File: config.mk
export PLATFORM = sky130hd
export DESIGN_NAME = counter_ctrl_flat
export DESIGN_NICKNAME = d
export VERILOG_FILES = /design/src/rtl/counter_ctrl_if.sv /design/src/rtl/counter_ctrl.sv /design/src/flat_wrapper.sv
export SDC_FILE = /design/constraint.sdc
export NUM_CORES = 1
export LEC_CHECK = 0
export ABC_CLOCK_PERIOD_IN_PS = 3660
export CAP_MARGIN = 40
export CORE_ASPECT_RATIO = 0.9
export CORE_MARGIN = 8
export CORE_UTILIZATION = 45
export CTS_CLUSTER_SIZE = 30
export DETAILED_ROUTE_END_ITERATION = 16
export HOLD_SLACK_MARGIN = 0.1
export PLACE_DENSITY = 0.85
export SKIP_LAST_GASP = 1
export SYNTH_ARGS = -nofsm -noshare
export SYNTH_HDL_FRONTEND = slang
export SYNTH_SLANG_ARGS = --single-unit
File: constraint.sdc
create_clock -name clk_i -period 3.66 [get_ports clk_i]
set_clock_uncertainty 0.2 [all_clocks]
set_input_delay 0.732 -clock clk_i [delete_from_list [all_inputs] [get_ports clk_i]]
set_output_delay 0.732 -clock clk_i [all_outputs]
set_load 0.05 [all_outputs]
File: src/rtl/counter_ctrl_if.sv
// Command/status bundle between a host sequencer and counter_ctrl.
// The pause signal exists only when COUNTER_CTRL_PAUSE_EN is defined.
interface counter_ctrl_if #(
  parameter int WIDTH = 8
);
  logic             cmd_valid;
  logic             cmd_ready;
  logic [WIDTH-1:0] cmd_limit;
  logic             cmd_periodic;
  logic             abort;
`ifdef COUNTER_CTRL_PAUSE_EN
  logic             pause;
`endif
  logic [WIDTH-1:0] value;
  logic             busy;
  logic             wrap;
  logic             done;

  modport master (
`ifdef COUNTER_CTRL_PAUSE_EN
    output pause,
`endif
    output cmd_valid, cmd_limit, cmd_periodic, abort,
    input  cmd_ready, value, busy, wrap, done
  );

  modport slave (
`ifdef COUNTER_CTRL_PAUSE_EN
    input  pause,
`endif
    input  cmd_valid, cmd_limit, cmd_periodic, abort,
    output cmd_ready, value, busy, wrap, done
  );
endinterface

File: src/rtl/counter_ctrl.sv
// Job sequencer for an up-counter: accepts limit/mode commands, steps through a prescaler,
// pulses wrap/done. Optional hold input enabled by COUNTER_CTRL_PAUSE_EN.
module counter_ctrl #(
  parameter int WIDTH    = 8,
  parameter int PRESCALE = 1
) (
  input  logic           clk_i,
  input  logic           reset_n_i,
  counter_ctrl_if.slave  bus
);
  localparam int PW = (PRESCALE > 1) ? $clog2(PRESCALE) : 1;
  localparam logic [PW-1:0] PSC_MAX = PW'(PRESCALE - 1);

  typedef enum logic {IDLE, RUN} state_e;

  state_e           state_q, state_d;
  logic [WIDTH-1:0] value_q, value_d;
  logic [WIDTH-1:0] limit_q, limit_d;
  logic             periodic_q, periodic_d;
  logic [PW-1:0]    psc_q, psc_d;
  logic             wrap_q, wrap_d;
  logic             done_q, done_d;
  logic             hold;

`ifdef COUNTER_CTRL_PAUSE_EN
  assign hold = bus.pause;
`else
  assign hold = 1'b0;
`endif

  always_ff @(posedge clk_i or negedge reset_n_i) begin
    if (!reset_n_i) begin
      state_q    <= IDLE;
      value_q    <= '0;
      limit_q    <= '0;
      periodic_q <= 1'b0;
      psc_q      <= '0;
      wrap_q     <= 1'b0;
      done_q     <= 1'b0;
    end else begin
      state_q    <= state_d;
      value_q    <= value_d;
      limit_q    <= limit_d;
      periodic_q <= periodic_d;
      psc_q      <= psc_d;
      wrap_q     <= wrap_d;
      done_q     <= done_d;
    end
  end

  always_comb begin
    state_d    = state_q;
    value_d    = value_q;
    limit_d    = limit_q;
    periodic_d = periodic_q;
    psc_d      = psc_q;
    wrap_d     = 1'b0;
    done_d     = 1'b0;
    unique case (state_q)
      IDLE: begin
        if (bus.cmd_valid) begin
          limit_d    = bus.cmd_limit;
          periodic_d = bus.cmd_periodic;
          value_d    = '0;
          psc_d      = '0;
          // A zero-length job finishes on the spot without ever running.
          if (bus.cmd_limit != '0) state_d = RUN;
          else                     done_d  = 1'b1;
        end
      end
      RUN: begin
        // Abort outranks any step or wrap landing on the same edge.
        if (bus.abort) begin
          state_d = IDLE;
          value_d = '0;
          psc_d   = '0;
          done_d  = 1'b1;
        end else if (!hold) begin
          if (psc_q == PSC_MAX) begin
            psc_d = '0;
            if (value_q == limit_q) begin
              value_d = '0;
              wrap_d  = 1'b1;
              if (!periodic_q) begin
                state_d = IDLE;
                done_d  = 1'b1;
              end
            end else begin
              value_d = value_q + 1'b1;
            end
          end else begin
            psc_d = psc_q + PW'(1);
          end
        end
      end
      default: state_d = IDLE;
    endcase
  end

  assign bus.cmd_ready = (state_q == IDLE);
  assign bus.busy      = (state_q == RUN);
  assign bus.value     = value_q;
  assign bus.wrap      = wrap_q;
  assign bus.done      = done_q;
endmodule
File: src/flat_wrapper.sv
// flat-port wrapper written by rule: the top's interface ports become plain ports
module counter_ctrl_flat 
#(
  parameter int WIDTH    = 8,
  parameter int PRESCALE = 1
)
  (clk_i, reset_n_i, bus_cmd_valid, bus_cmd_limit, bus_cmd_periodic, bus_abort, bus_cmd_ready, bus_value, bus_busy, bus_wrap, bus_done);
  counter_ctrl_if #(.WIDTH(WIDTH)) bus_i ();
  input  logic clk_i;
  input  logic reset_n_i;
  input wire logic [$bits(bus_i.cmd_valid)-1:0] bus_cmd_valid;
  input wire logic [$bits(bus_i.cmd_limit)-1:0] bus_cmd_limit;
  input wire logic [$bits(bus_i.cmd_periodic)-1:0] bus_cmd_periodic;
  input wire logic [$bits(bus_i.abort)-1:0] bus_abort;
  output wire logic [$bits(bus_i.cmd_ready)-1:0] bus_cmd_ready;
  output wire logic [$bits(bus_i.value)-1:0] bus_value;
  output wire logic [$bits(bus_i.busy)-1:0] bus_busy;
  output wire logic [$bits(bus_i.wrap)-1:0] bus_wrap;
  output wire logic [$bits(bus_i.done)-1:0] bus_done;
  assign bus_i.cmd_valid = bus_cmd_valid;
  assign bus_i.cmd_limit = bus_cmd_limit;
  assign bus_i.cmd_periodic = bus_cmd_periodic;
  assign bus_i.abort = bus_abort;
  assign bus_cmd_ready = bus_i.cmd_ready;
  assign bus_value = bus_i.value;
  assign bus_busy = bus_i.busy;
  assign bus_wrap = bus_i.wrap;
  assign bus_done = bus_i.done;
  counter_ctrl #(.WIDTH(WIDTH), .PRESCALE(PRESCALE)) u_core (.clk_i(clk_i), .reset_n_i(reset_n_i), .bus(bus_i));
endmodule
==> impl_metrics.ini, run 1 <==
[run_status]
outcome = complete, no violations

[yosys]
postSynthCellCount = 94
yosys_register_bits = 20
synth.cell_area_sq_um = 1070
postSynthNetCount = 108
postSynth.asyncResetShare_pct = 100
synth_enable_flop_cells = 0
synth-seq-area-share_pct = 46.8
synth-main-ff-cell = sky130_fd_sc_hd__dfrtp_1
ys.warnings.count = 0
syn-mean-instance-area_sq_um = 11.4
synth.lib_cells_used.distinct = 27

[setup_path]
cp_slowest_cell = sky130_fd_sc_hd__clkdlybuf4s50_1
path_buf_inv = 1
crit_path_end_kind = primary output
criticalPathCategory = flop to primary output
required_ps = 2730
timing.critical_path.slowest_cell_delay_ps = 870
critPathTopFamily = buffers and inverters
worst_ep_arrival_time_ps = 1710
timing.critical_path.cells = clkdlybuf4s50_1
critPathLaunchType = flop
largest_driver_fanout_on_the_critical_path = 7

[clock_network]
clockBufferDepth = 2
clkTransAtPathRegs_ps = 130
tritoncts = done
cts_repair_resize_count = 0
cts_hold_repair.buffers = 0
postCtsSetupBuffers = 0
cts_max_level = 1
root_buffer = sky130_fd_sc_hd__clkbuf_4
clk_latency_ps = 310
cts_inserted_buffers = 3
clkSinkCount = 20

[power_and_ir_drop]
internal_power_w = 0.000442
power.ir.vdd_worst_v = 0.000337
p_sw_share_pct = 30.4
p_sw_w = 0.000193
power.share.combinational_pct = 26.8
power.share.clock_pct = 28.9
share_seq_of_total_power_pct = 44.2
leakage_power_nw = 0.521
power_density_nw_per_um2 = 456

[timing]
timing.slew.headroom_pct = 43.0
timing.final.crit_period_ps = 2640
finalHoldViolations = 0
final-setup-viol-count = 0
rsz0062_at_grt = false
post-route-worst-setup-slack_ps = 1020
slew_violations = 0
setup-tns-final_ps = 0
worst_pin_slew_ps = 854
fin_crit_sh_pct = 72.2
fmax_achieved_mhz = 378

[routing]
route.detailed.drc = 0
post_drt_wl_per_cell_um = 15.8
drt_iter0_drc = 45
drt_wl_total_um = 2300
route.antenna.remaining_nets = 0
vias = 806
dr.pass1.iters = 4
post_drt_via_cell_ratio = 5.52

[final_layout]
multiInputGateArea_sq_um = 533
layout.cells.most_common = sky130_fd_sc_hd__clkdlybuf4s50_1
total_area_of_sequential_cells_sq_um = 500
layout.nets = 134
commonest_cells_after_routing_fill_and_taps_aside = 24 x sky130_fd_sc_hd__clkdlybuf4s50_1, 20 x sky130_fd_sc_hd__dfrtp_1, 12 x sky130_fd_sc_hd__nand2_1
antenna_cells_inserted = 0
share_of_cells_above_drive_strength_1_pct = 20.2
area_growth_syn_to_layout_pct = 30.1
fillCellCount = 180
layoutNonFillerInstCount = 146

[run]
maxCapViolCount = 0

[global_routing]
groute.usage.overall_pct = 11.8
antenna_found_initial = 0
grt_max_degree = 20
globalRoute.totalOverflow = 0
grt_pass1_vias = 881
grt_first_pass_wirelength_um = 3980

[floorplanning]
core_area_sq_um = 2220
die_h_um = 62.2
die_x_um = 67.4
std_cell_rows = 16
die-area_sq_um = 4190
initial_core_utilization_pct = 48.1
top_level_ports = 25

[placement]
io_buffer_count = 24
pre_cts_slack_ps = 1010
dp_hpwl_um = 1800
dp.cells = 142
routabilityCongestion = 0.837

[min_path]
hp-class = flop to flop
[final cells by class]
cell class / instances / area share (%)
multi-input combinational: 66 / 38.3
sequential: 20 / 36.0
timing repair buffer: 25 / 18.4
tap: 27 / 2.43
clock inverter: 1 / 2.16
clock buffer: 3 / 1.62
inverter: 4 / 1.08
[flip-flops by register name (all words and copies together), names as in the netlist]
signal	flops
u_core.bus.value	8
u_core.bus.busy	1
u_core.periodic_q	1
u_core.limit_q	8
u_core.bus.done	1
u_core.bus.wrap	1
[power groups by stage]
stage	Sequential, W	Combinational (W)	Clock, W
detailed placement	0.000285	0.000171	0
finish	0.000281	0.000170	0.000183
global placement	0.000284	0.000164	0
CTS	0.000281	0.000172	0.000187
global route	0.000285	0.000183	0.000194
floorplan	0.000304	0.0000946	0
[cell usage after synthesis, types with 2 or more instances]
cell type | instances | area, sq um
sky130_fd_sc_hd__xnor2_1 | 7 | 61.3
sky130_fd_sc_hd__nand2_1 | 12 | 45.0
sky130_fd_sc_hd__nand3_1 | 4 | 20.0
sky130_fd_sc_hd__nor3_1 | 2 | 10.0
sky130_fd_sc_hd__o311ai_2 | 2 | 32.5
sky130_fd_sc_hd__o21ai_1 | 5 | 25.0
sky130_fd_sc_hd__mux2_2 | 9 | 101
sky130_fd_sc_hd__xnor2_2 | 3 | 48.8
sky130_fd_sc_hd__dfrtp_1 | 20 | 500
sky130_fd_sc_hd__inv_1 | 4 | 15.0
sky130_fd_sc_hd__buf_2 | 4 | 20.0
sky130_fd_sc_hd__o21ai_0 | 5 | 25.0
sky130_fd_sc_hd__nor4_1 | 3 | 18.8
[stage by stage]
stage | total power [W] | cell area, sq um | util [%] | hold slack [ps]
3_5_place_dp | 0.000457 | 1340 | 60.2 | 323
6_report | 0.000634 | 1390 | 62.6 | 345
3_3_place_gp | 0.000448 | 1320 | 59.5 | 318
2_1_floorplan | 0.000399 | 1070 | - | 236
5_1_grt | 0.000662 | 1390 | 62.6 | 346
4_1_cts | 0.000640 | 1390 | 62.6 | 351
[worst register-to-register path, cell delays in order, from the launching register on]
cell and delay, ps:
sky130_fd_sc_hd__dfrtp_1 440, sky130_fd_sc_hd__nor2b_1 690, sky130_fd_sc_hd__mux2_2 410
[logic make-up after synthesis]
kind of cell | Yosys count | synth area share, %
muxes | 9 | 9.49
and+or+nand+nor | 29 | 15.7
AOI/OAI and AO/OA | 16 | 12.4
xor gates and xnor gates | 11 | 11.1
DFF | 20 | 46.8
buffers and inverters | 8 | 3.28
adders and majority gates | 1 | 1.17
[layer usage]
layer	global-route usage, %	part of all wire [%]	vias up
met3	4.66	5.5	4
met1	13.8	43	396
met4	1.57	0.35	0
li1	-	-	384
met2	19.8	52	22
met5	0	0	-
[worst paths after layout]
kind / from / endpoint / slack [ps] / depth (start not counted)
min reg2reg: u_core.limit_q[7] / u_core.limit_q[7] / 350 / 1
max in group asynchronous: reset_n_i / u_core.bus.value[5] / 2530 / 2
max reg2reg: u_core.bus.busy / u_core.periodic_q / 1820 / 2
min in group asynchronous: reset_n_i / u_core.limit_q[2] / 370 / 1
min: u_core.limit_q[7] / u_core.limit_q[7] / 350 / 1
max: u_core.bus.value[4] / bus_value[4] / 1020 / 1
No activity file was read; power rests on OpenSTA's default activity.
==> run 2, diff against run 1 <==
--- a/config.mk
+++ b/config.mk
@@ -5,15 +5,15 @@
 export SDC_FILE = /design/constraint.sdc
 export NUM_CORES = 1
 export LEC_CHECK = 0
-export ABC_CLOCK_PERIOD_IN_PS = 3660
+export ABC_CLOCK_PERIOD_IN_PS = 2100
 export CAP_MARGIN = 40
 export CORE_ASPECT_RATIO = 0.9
 export CORE_MARGIN = 8
-export CORE_UTILIZATION = 45
+export CORE_UTILIZATION = 44
 export CTS_CLUSTER_SIZE = 30
 export DETAILED_ROUTE_END_ITERATION = 16
 export HOLD_SLACK_MARGIN = 0.1
-export PLACE_DENSITY = 0.85
+export PLACE_DENSITY = 0.87
 export SKIP_LAST_GASP = 1
 export SYNTH_ARGS = -nofsm -noshare
 export SYNTH_HDL_FRONTEND = slang
==> constraint.sdc (replaced) <==
create_clock -name clk_i -period 2.1 [get_ports clk_i]
set_clock_uncertainty 0.2 [all_clocks]
set_input_delay 0.42 -clock clk_i [delete_from_list [all_inputs] [get_ports clk_i]]
set_output_delay 0.42 -clock clk_i [all_outputs]
set_load 0.05 [all_outputs]
==> impl_metrics.ini, run 2 (synthesized netlist as in run 1, its figures left out) <==
[run_status]
outcome = complete, no violations

[timing]
timing.final.crit_period_ps = 1730
slew_violations = 0
finalHoldViolations = 0
rsz0062_at_grt = false
final-setup-viol-count = 0
fin_crit_sh_pct = 82.6
setup-tns-final_ps = 0
timing.slew.headroom_pct = 66.5
worst_pin_slew_ps = 501
fmax_achieved_mhz = 576

[power_and_ir_drop]
power_density_nw_per_um2 = 742
power.ir.vdd_worst_v = 0.000555
leakage_power_nw = 0.560

[clock_network]
clk_latency_ps = 300
clkSinkCount = 20
cts_inserted_buffers = 3
root_buffer = sky130_fd_sc_hd__clkbuf_4
postCtsSetupBuffers = 0
cts_max_level = 1
tritoncts = done
clkTransAtPathRegs_ps = 110
clockBufferDepth = 2

[global_routing]
groute.usage.overall_pct = 11.2
antenna_found_initial = 0
grt_pass1_vias = 817
globalRoute.totalOverflow = 0
grt_max_degree = 21
grt_first_pass_wirelength_um = 3820

[setup_path]
worst_ep_arrival_time_ps = 1720
critPathLaunchType = flop
critical_path.reg2reg.startpoint = u_core.bus.value[0]
reg2reg_slack_ps = 370
largest_driver_fanout_on_the_critical_path = 8
reg2regPathDepth = 4
crit_path_end_kind = flop
criticalPathCategory = flop to flop
worst_r2r_endpoint = u_core.bus.value[5]
required_ps = 2080

[run]
maxCapViolCount = 0

[final_layout]
share_of_cells_above_drive_strength_1_pct = 30.6
postLayoutCellArea_sq_um = 1360
commonest_cells_after_routing_fill_and_taps_aside = 20 x sky130_fd_sc_hd__dfrtp_1, 14 x sky130_fd_sc_hd__buf_4, 12 x sky130_fd_sc_hd__nand2_1, 12 x sky130_fd_sc_hd__clkdlybuf4s50_1, 9 x sky130_fd_sc_hd__mux2_2
layout.cells.most_common = sky130_fd_sc_hd__dfrtp_1
layout.nets = 136
layoutNonFillerInstCount = 149
area_growth_syn_to_layout_pct = 27.0
antenna_cells_inserted = 0
postLayoutCoreUtil_pct = 57.0

[routing]
dr.pass1.iters = 4
drt_wl_total_um = 2190
drt_iter0_drc = 39
route.detailed.drc = 0
post_drt_via_cell_ratio = 5.31
post_drt_wl_per_cell_um = 14.7
route.antenna.remaining_nets = 0
vias = 791

[placement]
dpl_cell_area_sq_um = 1320
dp.cells = 145
io_buffer_count = 24
routabilityCongestion = 0.843
dp_hpwl_um = 1780

[floorplanning]
die_x_um = 67.9
std_cell_rows = 17
top_level_ports = 25
die_h_um = 62.8
core_area_sq_um = 2380
die-area_sq_um = 4260
initial_core_utilization_pct = 44.9

[min_path]
hp-class = primary input to async pin
==> run 2: area by class of cell <==
class,instances,area (sq um)
multi-input cells,66,533
inverters,4,15.0
clock buffers,4,36.3
fillers,202,1020
flip-flops and latches,20,500
repair buffers,27,238
well taps,28,35.0
==> run 2: where the power goes <==
| group | leakage (nW) | switching, W | internal, W |
|---|---|---|---|
| Clock | 0.0210 | 0.000116 | 0.000106 |
| Combinational | 0.285 | 0.000159 | 0.000137 |
| Sequential | 0.254 | 0.0000523 | 0.000438 |
| Total | 0.560 | 0.000327 | 0.000681 |
==> run 2: critical path, cell delays in order (launching register included) <==
cell	delay, ps
sky130_fd_sc_hd__dfrtp_1	480
sky130_fd_sc_hd__xnor2_1	240
sky130_fd_sc_hd__nand4_2	250
sky130_fd_sc_hd__o21bai_4	310
sky130_fd_sc_hd__o211ai_1	140
==> run 2: routing by layer <==
layer  track usage [%]  up-vias  part of all wire [%]
met5                 0        -                     0
met4              1.53        0                  0.41
met3              4.48        2                   6.1
met2              17.5       21                    47
met1              14.2      379                    46
li1                  -      389                     -
==> run 2: worst max-delay path by stage <==
stage                     endpoint                 from
3_5_place_dp     u_core.limit_q[4]        bus_cmd_valid
2_1_floorplan  u_core.bus.value[6]  u_core.bus.value[5]
6_report       u_core.bus.value[5]  u_core.bus.value[0]
5_1_grt        u_core.bus.value[6]  u_core.bus.value[0]
3_3_place_gp       u_core.bus.done     bus_cmd_limit[1]
4_1_cts                   bus_wrap      u_core.bus.wrap
==> run 2: timing repair <==
item                       CTS  global route
hold buffers                 0             0
setup endpoints to repair    0             1
gates resized for setup      0             1
==> run 2: per-stage QoR <==
step,hold slack (ps),total power [W],setup slack [ps]
final,236,0.00101,365
after global routing,244,0.00106,191
after CTS,236,0.00102,27.8
after detailed placement,324,0.000797,172
after global placement,316,0.000784,212
after floorplan,-75.6,0.000695,229
